File: config.mk
export PLATFORM = sky130hd
export DESIGN_NAME = pll_sync_tracker_flat
export DESIGN_NICKNAME = d
export VERILOG_FILES = /design/src/rtl/pll_sync_tracker_if.sv /design/src/rtl/pll_sync_tracker.sv /design/src/flat_wrapper.sv
export SDC_FILE = /design/constraint.sdc
export NUM_CORES = 1
export LEC_CHECK = 0
export BUFFER_PORTS_ARGS = -buffer_cell sky130_fd_sc_hd__buf_2
export CAP_MARGIN = 20
export CORE_MARGIN = 8
export CORE_UTILIZATION = 40
export CTS_BUF_LIST = sky130_fd_sc_hd__clkbuf_8
export DETAILED_ROUTE_END_ITERATION = 16
export SYNTH_ARGS = -nofsm -noshare
export SYNTH_HDL_FRONTEND = slang
export SYNTH_SLANG_ARGS = --single-unit
File: constraint.sdc
create_clock -name clk -period 1.7 [get_ports clk]
set_clock_uncertainty 0.1 [all_clocks]
set_input_delay 0.255 -clock clk [delete_from_list [all_inputs] [get_ports clk]]
set_output_delay 0.255 -clock clk [all_outputs]
set_load 0.03 [all_outputs]
File: src/rtl/pll_sync_tracker_if.sv
// pll_sync_tracker_if
// Groups the reference input and the phase/lock outputs of pll_sync_tracker.
//   ref_lvl  : slow-clock reference level, already synchronous to clk.
//              ("ref" is a reserved word in SystemVerilog, hence the name.)
//   ctr      : modulo-RATIO phase counter, 0..RATIO-1
//   phase0   : high while ctr == 0
//   locked   : tracker is in the LOCKED state
//   period   : last measured rising-edge spacing in clk cycles
//   err      : one-cycle pulse on each bad period or timeout
//   err_cnt  : saturating err pulse count, present only when
//              PLL_SYNC_TRACKER_ERR_CNT_EN is defined
// Modports: master = the side that supplies the reference and consumes the
// outputs; slave = the tracker itself.
interface pll_sync_tracker_if #(
  parameter int RATIO = 8
) ();
  localparam int CW = $clog2(RATIO);
  localparam int PW = $clog2(2 * RATIO) + 1;

  logic          ref_lvl;
  logic [CW-1:0] ctr;
  logic          phase0;
  logic          locked;
  logic [PW-1:0] period;
  logic          err;
`ifdef PLL_SYNC_TRACKER_ERR_CNT_EN
  logic [15:0]   err_cnt;

  modport master (output ref_lvl, input ctr, phase0, locked, period, err, err_cnt);
  modport slave  (input ref_lvl, output ctr, phase0, locked, period, err, err_cnt);
`else
  modport master (output ref_lvl, input ctr, phase0, locked, period, err);
  modport slave  (input ref_lvl, output ctr, phase0, locked, period, err);
`endif
endinterface

File: src/rtl/pll_sync_tracker.sv
// pll_sync_tracker
// Tracks a slow reference clock from the fast clock domain. Produces a
// modulo-RATIO phase counter aligned to reference rising edges, measures the
// spacing of consecutive rising edges, flags bad periods and missing edges,
// and runs a lock state machine with entry/exit hysteresis.
// Ports:
//   clk  : fast clock, all logic on posedge
//   rst  : synchronous, active-high reset
//   bus  : pll_sync_tracker_if.slave (ref_lvl in; ctr, phase0, locked,
//          period, err and optional err_cnt out)
// Optional feature macro: PLL_SYNC_TRACKER_ERR_CNT_EN adds a 16-bit
// saturating count of err pulses on bus.err_cnt.
module pll_sync_tracker #(
  parameter int RATIO      = 8,
  parameter int LOCK_CNT   = 4,
  parameter int UNLOCK_CNT = 2
) (
  input  logic                  clk,
  input  logic                  rst,
  pll_sync_tracker_if.slave     bus
);
  localparam int CW  = $clog2(RATIO);
  localparam int PW  = $clog2(2 * RATIO) + 1;
  localparam int TMO = 2 * RATIO;
  localparam int GW  = $clog2(LOCK_CNT + 1);
  localparam int BW  = $clog2(UNLOCK_CNT + 1);

  localparam logic [1:0] ST_UNLOCKED = 2'd0;
  localparam logic [1:0] ST_ACQUIRE  = 2'd1;
  localparam logic [1:0] ST_LOCKED   = 2'd2;

  logic          ref_q;
  logic [CW-1:0] ctr_q,      ctr_d;
  logic          phase0_q,   phase0_d;
  logic          locked_q,   locked_d;
  logic [PW-1:0] period_q,   period_d;
  logic          err_q,      err_d;
  logic [PW-1:0] per_ctr_q,  per_ctr_d;
  logic [1:0]    state_q,    state_d;
  logic          first_seen_q, first_seen_d;
  logic [GW-1:0] good_cnt_q, good_cnt_d;
  logic [BW-1:0] bad_cnt_q,  bad_cnt_d;

  logic          rise;
  logic          timeout;
  logic          evaluate;
  logic          good;
  logic          bad;
  logic [GW-1:0] good_inc;
  logic [BW-1:0] bad_inc;

  always_comb begin
    rise     = bus.ref_lvl & ~ref_q;
    // The rise cycle itself is phase 0, so the counter restarts at 1.
    ctr_d    = rise ? CW'(1)
             : (ctr_q == CW'(RATIO - 1)) ? '0
             : ctr_q + CW'(1);
    phase0_d = (ctr_d == '0);

    per_ctr_d = rise ? PW'(1)
              : (per_ctr_q == PW'(TMO)) ? per_ctr_q
              : per_ctr_q + PW'(1);

    // first_seen doubles as the timeout arm: it is set by a rise and cleared
    // by a timeout, so one missing-edge episode yields one timeout, and no
    // timeout can occur before the very first edge after reset.
    timeout  = ~rise & first_seen_q & (per_ctr_q == PW'(TMO - 1));
    evaluate = rise & first_seen_q;
    good     = evaluate & (per_ctr_q == PW'(RATIO));
    bad      = evaluate & ~good;

    first_seen_d = rise ? 1'b1 : (timeout ? 1'b0 : first_seen_q);
    period_d     = evaluate ? per_ctr_q : period_q;
    err_d        = bad | timeout;

    good_inc   = good_cnt_q + GW'(1);
    bad_inc    = bad_cnt_q + BW'(1);
    state_d    = state_q;
    good_cnt_d = good_cnt_q;
    bad_cnt_d  = bad_cnt_q;

    case (state_q)
      ST_UNLOCKED: begin
        if (rise) begin
          state_d    = ST_ACQUIRE;
          good_cnt_d = '0;
        end
      end
      ST_ACQUIRE: begin
        if (good) begin
          good_cnt_d = good_inc;
          if (good_inc == GW'(LOCK_CNT)) begin
            state_d   = ST_LOCKED;
            bad_cnt_d = '0;
          end
        end else if (bad) begin
          good_cnt_d = '0;
        end else if (timeout) begin
          state_d = ST_UNLOCKED;
        end
      end
      ST_LOCKED: begin
        if (good) begin
          bad_cnt_d = '0;
        end else if (bad || timeout) begin
          bad_cnt_d = bad_inc;
          if (bad_inc == BW'(UNLOCK_CNT)) begin
            state_d    = rise ? ST_ACQUIRE : ST_UNLOCKED;
            good_cnt_d = '0;
          end
        end
      end
      default: begin
        state_d = ST_UNLOCKED;
      end
    endcase

    locked_d = (state_d == ST_LOCKED);
  end

  always_ff @(posedge clk) begin
    if (rst) begin
      ref_q        <= 1'b0;
      ctr_q        <= '0;
      phase0_q     <= 1'b1;
      locked_q     <= 1'b0;
      period_q     <= '0;
      err_q        <= 1'b0;
      per_ctr_q    <= '0;
      state_q      <= ST_UNLOCKED;
      first_seen_q <= 1'b0;
      good_cnt_q   <= '0;
      bad_cnt_q    <= '0;
    end else begin
      ref_q        <= bus.ref_lvl;
      ctr_q        <= ctr_d;
      phase0_q     <= phase0_d;
      locked_q     <= locked_d;
      period_q     <= period_d;
      err_q        <= err_d;
      per_ctr_q    <= per_ctr_d;
      state_q      <= state_d;
      first_seen_q <= first_seen_d;
      good_cnt_q   <= good_cnt_d;
      bad_cnt_q    <= bad_cnt_d;
    end
  end

  assign bus.ctr    = ctr_q;
  assign bus.phase0 = phase0_q;
  assign bus.locked = locked_q;
  assign bus.period = period_q;
  assign bus.err    = err_q;

`ifdef PLL_SYNC_TRACKER_ERR_CNT_EN
  logic [15:0] err_cnt_q, err_cnt_d;

  // Counts alongside err so both become visible in the same cycle.
  always_comb begin
    err_cnt_d = err_cnt_q;
    if (err_d && (err_cnt_q != 16'hFFFF)) begin
      err_cnt_d = err_cnt_q + 16'd1;
    end
  end

  always_ff @(posedge clk) begin
    if (rst) begin
      err_cnt_q <= '0;
    end else begin
      err_cnt_q <= err_cnt_d;
    end
  end

  assign bus.err_cnt = err_cnt_q;
`endif

endmodule

File: src/flat_wrapper.sv
// flat-port wrapper written by rule: the top's interface ports become plain ports
module pll_sync_tracker_flat 
#(
  parameter int RATIO      = 8,
  parameter int LOCK_CNT   = 4,
  parameter int UNLOCK_CNT = 2
)
  (clk, rst, bus_ref_lvl, bus_ctr, bus_phase0, bus_locked, bus_period, bus_err);
  pll_sync_tracker_if #(.RATIO(RATIO)) bus_i ();
  input  logic clk;
  input  logic rst;
  input wire logic [$bits(bus_i.ref_lvl)-1:0] bus_ref_lvl;
  output wire logic [$bits(bus_i.ctr)-1:0] bus_ctr;
  output wire logic [$bits(bus_i.phase0)-1:0] bus_phase0;
  output wire logic [$bits(bus_i.locked)-1:0] bus_locked;
  output wire logic [$bits(bus_i.period)-1:0] bus_period;
  output wire logic [$bits(bus_i.err)-1:0] bus_err;
  assign bus_i.ref_lvl = bus_ref_lvl;
  assign bus_ctr = bus_i.ctr;
  assign bus_phase0 = bus_i.phase0;
  assign bus_locked = bus_i.locked;
  assign bus_period = bus_i.period;
  assign bus_err = bus_i.err;
  pll_sync_tracker #(.RATIO(RATIO), .LOCK_CNT(LOCK_CNT), .UNLOCK_CNT(UNLOCK_CNT)) u_core (.clk(clk), .rst(rst), .bus(bus_i));
endmodule
* Word-level counts from Yosys, hierarchy flattened
Cells that the tools add are included.
** Word-level totals
- Bits in registers :: 25
- Logic and storage cells :: 81
** Cells by class
- Add/subtract/negate cells :: 4
- Muxes and demuxes :: 28
- Equal/unequal tests :: 18
- Reduce and logical (&&, ||, !) cells :: 9
- Bitwise operators :: 10
** Operators with widths (count)
- two-way mux 2 bit :: 12
- two-way mux 3 bit :: 8
- != test 2 x 1 -> 1 bit (second input constant) :: 6
- equality test 5 x 4 -> 1 bit (second input constant) :: 2
- case mux 3 bit (3 select lines) :: 1
- adder 3 x 1 -> 3 bit (second input constant) :: 2
- bitwise AND 1 bit :: 6
- equality test 2 bit (second input constant) :: 3
- equality test 3 bit (second input constant) :: 2
- != test 3 x 1 -> 1 bit (second input constant) :: 2
- case mux 2 bit (3 select lines) :: 1
- AND reduction 6 bit :: 1
- adder 5 x 1 -> 5 bit (second input constant) :: 1
- equality test 5 bit (second input constant) :: 1
- two-way mux 1 bit :: 5
- case mux 2 bit (2 select lines) :: 1
- AND reduction 4 bit :: 1
- nonzero test 2 bit :: 2
- zero test 3 bit :: 1
- NOT 1 bit :: 3
- nonzero test 3 bit :: 1
- adder 2 x 1 -> 2 bit (second input constant) :: 1
- equality test 2 x 1 -> 1 bit (second input constant) :: 1
- zero test 2 bit :: 1
- 4 further kinds :: 4

* Depth between registers and ports, before layout
- Depth after elaboration :: 11
- Mapped depth :: 7
- Gate-level depth less buffers :: 7

* Worst setup path after synthesis
No wires, ideal clock.
- Path type :: reg-to-reg
- From :: register u_core.per_ctr_q[1]
- To :: register u_core.state_q[1]
- Required time :: 1.468 ns
- Period minus slack after synthesis :: 1.729 ns
- Library setup time :: 0.132 ns
- Stages on the path, launching flop included :: 8
- Data arrival time :: 1.496 ns
- Setup slack :: -0.029 ns
- Buffers on the path :: 0
- Path through :: dfxtp_1 -> ha_1 -> and3_2 -> ha_1 -> inv_1 -> mux2_4 -> o21ai_0 -> a21oi_1
** On the way
- Longest elaborated chain between the ends :: 8
- Elaborated cells on any way between the ends :: 13
** Ends and longest elaborated chain
- start: declaration :: line pll_sync_tracker.sv:38 : logic [PW-1:0] per_ctr_q, per_ctr_d;
- start signal: assignment :: line pll_sync_tracker.sv:141 : per_ctr_q <= per_ctr_d;
- equality test 5 x 4 -> 1 bit :: line pll_sync_tracker.sv:69 : good = evaluate & (per_ctr_q == PW'(RATIO));
- bitwise AND 1 bit :: line pll_sync_tracker.sv:69
- NOT 1 bit :: line pll_sync_tracker.sv:70 : bad = evaluate & ~good;
- bitwise AND 1 bit :: line pll_sync_tracker.sv:70
- logical OR 1 bit :: line pll_sync_tracker.sv:105 : end else if (bad || timeout) begin
- two-way mux 2 bit :: line pll_sync_tracker.sv:105
- two-way mux 2 bit :: line pll_sync_tracker.sv:103 : if (good) begin
- case mux 2 bit (3 select lines) * :: line pll_sync_tracker.sv:82 : case (state_q)
- end signal: assignment :: line pll_sync_tracker.sv:142 : state_q <= state_d;
- end: declaration :: line pll_sync_tracker.sv:39 : logic [1:0] state_q, state_d;
Every way passes the cells marked *; elsewhere a longest branch is shown, timed or not.
A chain may end at the register's enable or synchronous reset.

* Final worst setup path
- From :: register u_core.per_ctr_q[0]
- To :: register u_core.bad_cnt_q[1]
** On the way
- Longest elaborated chain between the ends :: 7
- Elaborated cells on any way between the ends :: 12
** Ends and longest elaborated chain
- equality test 5 x 4 -> 1 bit :: line pll_sync_tracker.sv:69
- bitwise AND 1 bit :: line pll_sync_tracker.sv:69
- NOT 1 bit :: line pll_sync_tracker.sv:70
- bitwise AND 1 bit :: line pll_sync_tracker.sv:70
- logical OR 1 bit :: line pll_sync_tracker.sv:105
- != test 3 x 1 -> 1 bit (no line)
- AND reduction 4 bit (no line)
- end signal: assignment :: line pll_sync_tracker.sv:145 : bad_cnt_q <= bad_cnt_d;
- end: declaration :: line pll_sync_tracker.sv:42 : logic [BW-1:0] bad_cnt_q, bad_cnt_d;
Parallel ways exist; a longest one is shown, timed or not.

==> results.sh <==
export IMPL_grtUsageTotal_pct=10.24
export IMPL_rsz0062_at_grt="true"
export IMPL_core_um2=2953
export IMPL_grt_max_degree=25
export IMPL_stdcell_area_um2=1494
export IMPL_synthCells=120
export IMPL_portBuffers=13
export IMPL_regArea_um2=508.0
export IMPL_fin_nets=157
export IMPL_num_vias=935
export IMPL_htree_levels=1
export IMPL_clock_sink_count=25
export IMPL_avgSynthCellArea_um2=10.02
export IMPL_cp_num_buf_inv=2
export IMPL_nFillCells=270
export IMPL_crit_path_max_incr_delay_ns=0.39
export IMPL_synth_most_common_cell="dfxtp_1"
export IMPL_synth_cells_most_frequent="dfxtp_1 (25), nor2_1 (11), a21oi_1 (8), ha_1 (8)"
export IMPL_crit_cells=7
export IMPL_synth_top_area_share_pct=41.62
export IMPL_top_usage_layer="met2"
export IMPL_ys_seq_elements=25
export IMPL_cts_buffer_depth=2
export IMPL_syn_area_um2=1202
export IMPL_slew_viol_final=0
export IMPL_finalSetupViolCount=0
export IMPL_drive_gt1_share_pct=36.55
export IMPL_fmax_mhz=595.9
export IMPL_grt_ovfl_total=0
export IMPL_drt_pass1_iter_count=4
export IMPL_crit_fanout=3
export IMPL_synthTopCellsByArea="dfxtp_1 (42%), ha_1 (8.3%), nor2_1 (3.4%)"
export IMPL_status="finished clean"
export IMPL_use_met2_pct=17.61
export IMPL_worstMarginPinSlew_ns=0.4707
export IMPL_synth_cell_types=43
export IMPL_cts_buffers=3
export IMPL_p_leak_nw=0.6390
export IMPL_path_class="flop to flop"
export IMPL_path_cells="inv_4 -> ha_4 -> and4bb_4 -> buf_6 -> mux2_4 -> nor3b_4 -> a32o_1"
export IMPL_synthArstFlopShare_pct=0
export IMPL_crit_path_end_kind="flop"
export IMPL_antenna_found_initial=0
export IMPL_antenna_cells=0
export IMPL_drv_cap=0
export IMPL_grt_pass1_wl_um=4215
export IMPL_cts_tree="done"
export IMPL_post_route_drc_count=0
export IMPL_finalCriticalPeriod_ns=1.678
export IMPL_row_count=20
export IMPL_synth_edf_count=0
export IMPL_ys_flop_type="dfxtp_1"
export IMPL_synth_top_area_cell="dfxtp_1"
export IMPL_ir_worst_vdd_mv=0.3910
export IMPL_path_clk_slew_ns=0.09
export IMPL_fp_dieW_um=70.83
export IMPL_wirelength_um=2528
export IMPL_die_h_um=70.83
export IMPL_worst_hold_slack_ns=0.1862
export IMPL_clk_latency_ns=0.26
export IMPL_wl_per_cell_um=14.20
export IMPL_hold_class="input port to flop"
export IMPL_vias_per_cell=5.253
export IMPL_whs_path_depth=2
export IMPL_gp_congestion=0.8430
export IMPL_drt_iter0_drc=21
export IMPL_cp_top_family="simple AND/OR/NAND/NOR gates"
export IMPL_yosys_warnings=0
export IMPL_grt_pass1_vias=959
export IMPL_dpl_hpwl_um=1817
export IMPL_pin_count=14
export IMPL_area_growth_synth_to_final_pct=24.25
export IMPL_slowest_stage="dfxtp_4"
export IMPL_place_area_um2=1354
export IMPL_p_per_area_nw_per_um2=742.0
export IMPL_grtUsageMet1_pct=11.43
export IMPL_seq_area_frac_synth_pct=41.62
export IMPL_ant_nets=0
export IMPL_syn_nets=131
export IMPL_start_kind="flop"
export IMPL_hold_viol=0
export IMPL_period_share_pct=98.72
export IMPL_multi_input_area_um2=718.2
export IMPL_r2r_cells=7
export IMPL_cts_root_buf="clkbuf_8"
export IMPL_relSlewSlack_pct=68.62
export IMPL_arrival_ns=1.79
export IMPL_grt_util_met3_pct=3.107
export IMPL_die_area_um2=5016
export IMPL_required_ns=1.81
export IMPL_start_util_pct=40.72
==> cell type report <==
class | count | share of cell area [%]
tap | 33 | 2.764
multi-input combinational | 86 | 48.07
timing repair buffer | 25 | 10.64
inverter | 5 | 1.424
sequential | 25 | 34.00
clock buffer | 3 | 2.764
clock inverter | 1 | 0.3350
==> state kept, by name, indices dropped and copies added, names as in the netlist <==
| register | cells |
|---|---|
| u_core.bad_cnt_q | 2 |
| u_core.bus.ctr | 3 |
| u_core.bus.err | 1 |
| u_core.bus.locked | 1 |
| u_core.bus.period | 5 |
| u_core.bus.phase0 | 1 |
| u_core.first_seen_q | 1 |
| u_core.good_cnt_q | 3 |
| u_core.per_ctr_q | 5 |
| u_core.ref_q | 1 |
| u_core.state_q | 2 |
==> power breakdown <==
part	switching [mW]	internal, mW	total, mW	leakage, nW
Sequential	0.0144	0.603	0.618	0.205
Combinational	0.0824	0.0606	0.143	0.409
Clock	0.184	0.164	0.348	0.0255
==> routing by layer <==
| layer | wire (um) | vias up |
|---|---|---|
| li1 | - | 474 |
| met3 | 105 | 4 |
| met2 | 1278 | 17 |
| met4 | 24 | 0 |
| met5 | 0 | - |
| met1 | 1120 | 440 |
==> final timing paths <==
path                                            from                   end  slack (ns)
worst min-delay path                     bus_ref_lvl          u_core.ref_q        0.19
worst min register to register  u_core.bus.period[1]  u_core.bus.period[1]        0.36
worst max-delay path             u_core.per_ctr_q[0]   u_core.bad_cnt_q[1]        0.02
worst max register to register   u_core.per_ctr_q[0]   u_core.bad_cnt_q[1]        0.02
==> what timing repair did <==
action | in CTS | in global routing
setup endpoints to repair | 7 | 8
buffers inserted | 0 | 2
gates resized for setup | 6 | 14
hold buffers | 0 | 0
pin swaps | 1 | 6
==> cell usage in the layout (no fill, tap or decap), types with 2 or more instances in the layout <==
master,netlist,layout
dfxtp_1,25,23
buf_2,1,13
nor2_1,11,11
buf_4,0,11
a21oi_1,8,8
nand2_1,5,5
ha_1,8,5
nand2b_1,4,4
nor3_1,4,4
and2b_2,3,3
o211ai_1,3,3
xnor2_1,3,3
nand3_1,3,3
mux2i_1,3,3
nor2b_1,3,3
ha_4,0,3
clkbuf_8,1,3
inv_2,0,2
inv_1,5,2
nor4_1,2,2
dfxtp_4,0,2
==> stage by stage <==
stage / power [mW] / cells / setup TNS [ns] / worst slack, ns / utilization [%]
detailed placement: 0.7614 / 172 / -0.3111 / -0.06472 / 45.85
global route: 1.163 / 178 / -0.05376 / -0.04168 / 50.59
floorplan: 0.7204 / 120 / 0 / 0.02174 / -
global placement: 0.7580 / 172 / -0.02484 / -0.01324 / 45.85
CTS: 1.109 / 176 / 0 / 0.01642 / 48.22
finish: 1.108 / 178 / 0 / 0.02182 / 50.59
==> worst register-to-register path: cells and delay by family, from the launching register on <==
kind | cells | cell delay [ns]
buffers and inverters | 2 | 0.16
DFF | 1 | 0.39
adders and majority gates | 1 | 0.15
and+or+nand+nor | 2 | 0.40
muxes | 1 | 0.28
AOI/OAI and AO/OA | 1 | 0.14
==> cell families after synthesis <==
logic type / share of synthesized area, %
fa+ha+maj: 8.325
flops: 41.62
compound gates: 10.61
simple gates: 27.79
mux: 4.682
buf+inv: 4.058
xor+xnor: 2.914
Power figures use the tool's default switching activity.
